==> src/rtl/if_id_skid_stage.sv <==
// rtl/if_id_skid_stage.sv - IF to ID pipeline register with 2-entry skid buffer, flush and perf counters
module if_id_skid_stage #(
   parameter int PC_W    = 12,
   parameter int INSTR_W = 32,
   parameter int CNT_W   = 16
) (
   input  logic               clk,
   input  logic               rst,
   input  logic               in_valid,
   output logic               in_ready,
   input  logic [PC_W-1:0]    pc_4,
   input  logic [INSTR_W-1:0] instruction,
   output logic               out_valid,
   input  logic               out_ready,
   output logic [PC_W-1:0]    pc_4_out,
   output logic [INSTR_W-1:0] instruction_out,
   input  logic               flush,
   input  logic               cnt_clr,
   output logic [CNT_W-1:0]   stall_cnt,
   output logic [CNT_W-1:0]   flush_cnt
);

   typedef enum logic [1:0] {
      EMPTY = 2'd0,
      FULL  = 2'd1,
      SKID  = 2'd2
   } state_t;

   state_t             state;
   state_t             next_state;
   logic               in_ready_q;
   logic               accept;
   logic [PC_W-1:0]    main_pc;
   logic [INSTR_W-1:0] main_instr;
   logic [PC_W-1:0]    skid_pc;
   logic [INSTR_W-1:0] skid_instr;

   localparam logic [CNT_W-1:0] CNT_MAX = {CNT_W{1'b1}};

   // An entry is only taken when the registered ready was high at this edge.
   assign accept = in_valid & in_ready_q;

   // Next-state decode; flush overrides every other transition.
   always_comb begin
      next_state = state;
      if (flush) begin
         next_state = EMPTY;
      end else begin
         case (state)
            EMPTY: if (accept) next_state = FULL;
            FULL: begin
               if (accept && !out_ready)      next_state = SKID;
               else if (!accept && out_ready) next_state = EMPTY;
            end
            SKID:    if (out_ready) next_state = FULL;
            default: next_state = EMPTY;
         endcase
      end
   end

   // State, registered ready and entry payloads; the skid entry refills main when decode drains.
   always_ff @(posedge clk or posedge rst) begin
      if (rst) begin
         state      <= EMPTY;
         in_ready_q <= 1'b0;
         main_pc    <= '0;
         main_instr <= '0;
         skid_pc    <= '0;
         skid_instr <= '0;
      end else begin
         state      <= next_state;
         in_ready_q <= (next_state != SKID);
         if (flush) begin
            main_pc    <= '0;
            main_instr <= '0;
            skid_pc    <= '0;
            skid_instr <= '0;
         end else begin
            case (state)
               EMPTY: begin
                  if (accept) begin
                     main_pc    <= pc_4;
                     main_instr <= instruction;
                  end
               end
               FULL: begin
                  if (accept && out_ready) begin
                     main_pc    <= pc_4;
                     main_instr <= instruction;
                  end else if (accept) begin
                     skid_pc    <= pc_4;
                     skid_instr <= instruction;
                  end
               end
               SKID: begin
                  if (out_ready) begin
                     main_pc    <= skid_pc;
                     main_instr <= skid_instr;
                     skid_pc    <= '0;
                     skid_instr <= '0;
                  end
               end
               default: begin
                  main_pc    <= '0;
                  main_instr <= '0;
               end
            endcase
         end
      end
   end

   // Saturating performance counters; clear wins over any increment in the same cycle.
   always_ff @(posedge clk or posedge rst) begin
      if (rst) begin
         stall_cnt <= '0;
         flush_cnt <= '0;
      end else if (cnt_clr) begin
         stall_cnt <= '0;
         flush_cnt <= '0;
      end else begin
         if (out_valid && !out_ready && !flush && stall_cnt != CNT_MAX)
            stall_cnt <= stall_cnt + 1'b1;
         if (flush && flush_cnt != CNT_MAX)
            flush_cnt <= flush_cnt + 1'b1;
      end
   end

   assign in_ready        = in_ready_q;
   assign out_valid       = (state != EMPTY);
   assign pc_4_out        = out_valid ? main_pc : '0;
   assign instruction_out = out_valid ? main_instr : '0;

endmodule

==> config.mk <==
export PLATFORM = sky130hd
export DESIGN_NAME = if_id_skid_stage
export DESIGN_NICKNAME = d
export VERILOG_FILES = /design/src/rtl/if_id_skid_stage.sv
export SDC_FILE = /design/constraint.sdc
export NUM_CORES = 1
export LEC_CHECK = 0
export ABC_AREA = 1
export CAP_MARGIN = 20
export CORE_ASPECT_RATIO = 0.5
export CORE_MARGIN = 2
export CORE_UTILIZATION = 50
export DETAILED_ROUTE_END_ITERATION = 8
export PLACE_DENSITY = 0.85
export SLEW_MARGIN = 20
export SYNTH_ARGS = -nofsm -noshare
export SYNTH_HDL_FRONTEND = slang
export SYNTH_SLANG_ARGS = --single-unit
==> constraint.sdc <==
create_clock -name clk -period 4.9 [get_ports clk]
set_input_delay 0.98 -clock clk [delete_from_list [all_inputs] [get_ports clk]]
set_output_delay 0.98 -clock clk [all_outputs]
set_load 0.03 [all_outputs]
==> reports/metrics.csv <==
stage;metric;value;unit
yosys;synth-edff-count;0;
timing;finalCritPeriodShare;73.6;%
final_layout;post_route_cells_drive_above_1_share;10.9;%
yosys;synth_flop_cell;dfrtp_1;
clocking;clkSinkCount;123;
critical_path;setup.worst_path.class;flop to output port;
floorplanning;core.rowCount;29;
global_route;via_count_of_the_first_global_routing_pass;6125;
run;timing.max_cap.violations;0;
yosys;seq_cells_post_synth;123;
power;cellLeakagePower;3.84;nW
critical_path;worstSetupStartpointType;flop;
global_route;grt_antenna_before_repair;0;
hold_path;hold_class;flop to flop;
critical_path;critPathMaxStageDelay;0.84;ns
yosys;ys_types;32;
clocking;hold_buffers;0;
floorplanning;io-pin-count;128;
route;detail_route.wl_per_cell;15.7;um
placement;place.detailed.hpwl;11400;um
yosys;postSynth.asyncResetShare;100;%
global_route;groute.usage.overall;25.7;%
yosys;yosys-top-cells-area;dfrtp_1, nand4_1, nand2_1;
route;vias;6465;
timing;timing.max_slew.rel_slack;31.5;%
floorplanning;placeable_core_region;0.0129;mm^2
timing;timing.final.setup_violations;0;
power;vdd_ir_drop_max;0.258;mV
critical_path;cpMaxStageDelayCell;nor2_4;
floorplanning;die_w;168;um
route;finalWirelength;18000;um
final_layout;antenna_cells;0;
placement;io_buffers;127;
clocking;clock_tree.root_cell;clkbuf_16;
timing;final_critical_path_setup_slack;1.29;ns
timing;rsz_0062_raised_after_global_routing;false;
global_route;wire_length_of_the_first_global_routing_pass;30100;um
yosys;leading_cell_type_by_number_of_instances_after_synthesis;nand2_1;
clocking;clk_latency;0.41;ns
critical_path;cp.arrival;2.63;ns
timing;final-max-slew-violation-count;0;
placement;dp_cells;1114;
placement;gp_routability_congestion;0.855;
yosys;synth_sequential_area_ratio;45.5;%
final_layout;final_area;0.00864;mm^2
yosys;synthesis.instances;865;
timing;maxClockFrequency;277;MHz
final_layout;final_core_utilization;66.9;%
timing;whs;0.515;ns
yosys;synth_top_area_cell;dfrtp_1;
yosys;syn_area_per_cell;7.82;um^2
critical_path;worst_ep_required_time;3.92;ns
final_layout;area_delta_synth_final;27.7;%
timing;timing.final.hold_violations;0;
yosys;post-synth-top-area-fraction;45.5;%
placement;place_area;0.00806;mm^2
yosys;ys_top_cells_by_count;nand2_1, dfrtp_1, nand4_1;
route;initialDrtViolationCount;621;
clocking;cts_made_buffers;17;
clocking;cts_tree;built;
power;cellPowerDensity;324;mW/mm^2
power;report.power.total;2.80;mW
final_layout;stdcell_count;1146;
hold_path;whs_path_depth;2;
route;drt_first_pass_iters;5;
clocking;clkSlewWorstSetupHoldPaths;0.06;ns
clocking;max-clock-path-buffers;2;
critical_path;cp_max_fo;48;
critical_path;critPathCaptureType;output port;
floorplanning;fp.dieH;86.2;um
critical_path;timing.critical_path.cells;nor2_4, inv_1, clkdlybuf4s50_1;
route;drcViolationCount;0;
critical_path;rr_worst_depth;6;
timing;timing.clock.skew;0.00996;ns
final_layout;fin_nets;1015;
clocking;cts_resized;0;
yosys;yosysWarningCount;0;
route;antenna_violating_nets_post_route;0;
global_route;grt.overflow.total;0;
yosys;synth_area;0.00676;mm^2
global_route;grt_max_degree;82;
yosys;synth.net_count;917;
route;route.detailed.vias_per_inst;5.64;
floorplanning;die-area;0.0145;mm^2
timing;timing.setup.tns;0;ns
final_layout;num-fill-cells;1048;
timing;period_needed;3.61;ns
run_status;run_status;finished clean;
clocking;buffers_inserted_during_post_cts_setup_optimization;0;
clocking;cts.htree.levels;4;
floorplanning;floorplan.initialDensity;52.4;%
timing;timing_worst_slew_pin_value;1.02;ns
placement;placement.setup.worst_slack;1.16;ns
==> cell usage in the layout (no fill, tap or decap), drive strengths merged, types with 2 or more instances in the layout <==
cell | synthesis | layout
nand3b | 2 | 2
nor3 | 7 | 7
nand2 | 167 | 167
xor2 | 8 | 8
buf | 20 | 8
nand3 | 19 | 19
or2 | 4 | 4
o21ai | 137 | 137
clkbuf | 36 | 20
inv | 116 | 119
clkdlybuf4s50 | 0 | 127
clkinv | 0 | 7
nand4 | 118 | 118
nor2 | 96 | 96
ha | 2 | 2
a21oi | 2 | 2
o21bai | 5 | 5
dfrtp | 123 | 123
==> critical path: cells and delay by family, from the launching register on <==
kind                   cells  cell delay (ns)
DFF                        1             0.53
and+or+nand+nor            1             0.84
buffers and inverters      2             0.86
==> cell type report <==
cell class,count,area (um^2),area share (%)
Tap cell,170,213,2.46
Inverter,116,440,5.10
Clock inverter,12,114,1.32
Sequential cell,123,3080,35.6
Timing Repair Buffer,135,1340,15.6
Multi-Input combinational cell,570,2990,34.6
Clock buffer,20,457,5.29
==> cells by family (layout without fill, tap and decap cells) <==
kind of cell	after synthesis	in the layout	synth area share, %
AO/OA/AOI/OAI	145	145	13.3
AND/OR/NAND/NOR	415	415	29.2
XOR/XNOR	8	8	1.04
adder cells (fa/ha/maj)	2	2	0.370
flip-flops	123	123	45.5
buffers and inverters	172	283	10.5
==> flip-flops by register name (all words and copies together), names as in the netlist <==
name and count:
flush_cnt 16, in_ready 1, main_instr 32, main_pc 12, skid_instr 32, skid_pc 12
stall_cnt 16, state 2
==> per-layer routing <==
layer  routed length [um]  global-route usage (%)  up-vias  part of all wire [%]
li1                     -                       -     3092                     -
met1                 8130                    35.7     3096                    45
met2                 8590                    41.9      253                    48
met3                 1060                    4.57       24                   5.9
met4                  233                    7.76        0                   1.3
met5                    0                       0        -                     0
==> power breakdown <==
| part | internal [mW] | switching [mW] | total [mW] | leakage, nW |
|---|---|---|---|---|
| clock network | 0.729 | 0.473 | 1.20 | 0.281 |
| logic | 0.163 | 0.310 | 0.473 | 1.93 |
| registers | 1.10 | 0.0278 | 1.13 | 1.63 |
==> final timing paths <==
kind                                  endpoint  slack [ns]           start
worst min register to register  main_instr[17]        0.51  main_instr[17]
worst max-delay path                 out_valid        1.29        state[1]
worst min-delay path            main_instr[17]        0.51  main_instr[17]
max in group asynchronous           skid_pc[6]        3.09             rst
worst max register to register   main_instr[8]        2.26        state[1]
min in group asynchronous       main_instr[31]        1.10             rst
Power figures use the tool's default switching activity.
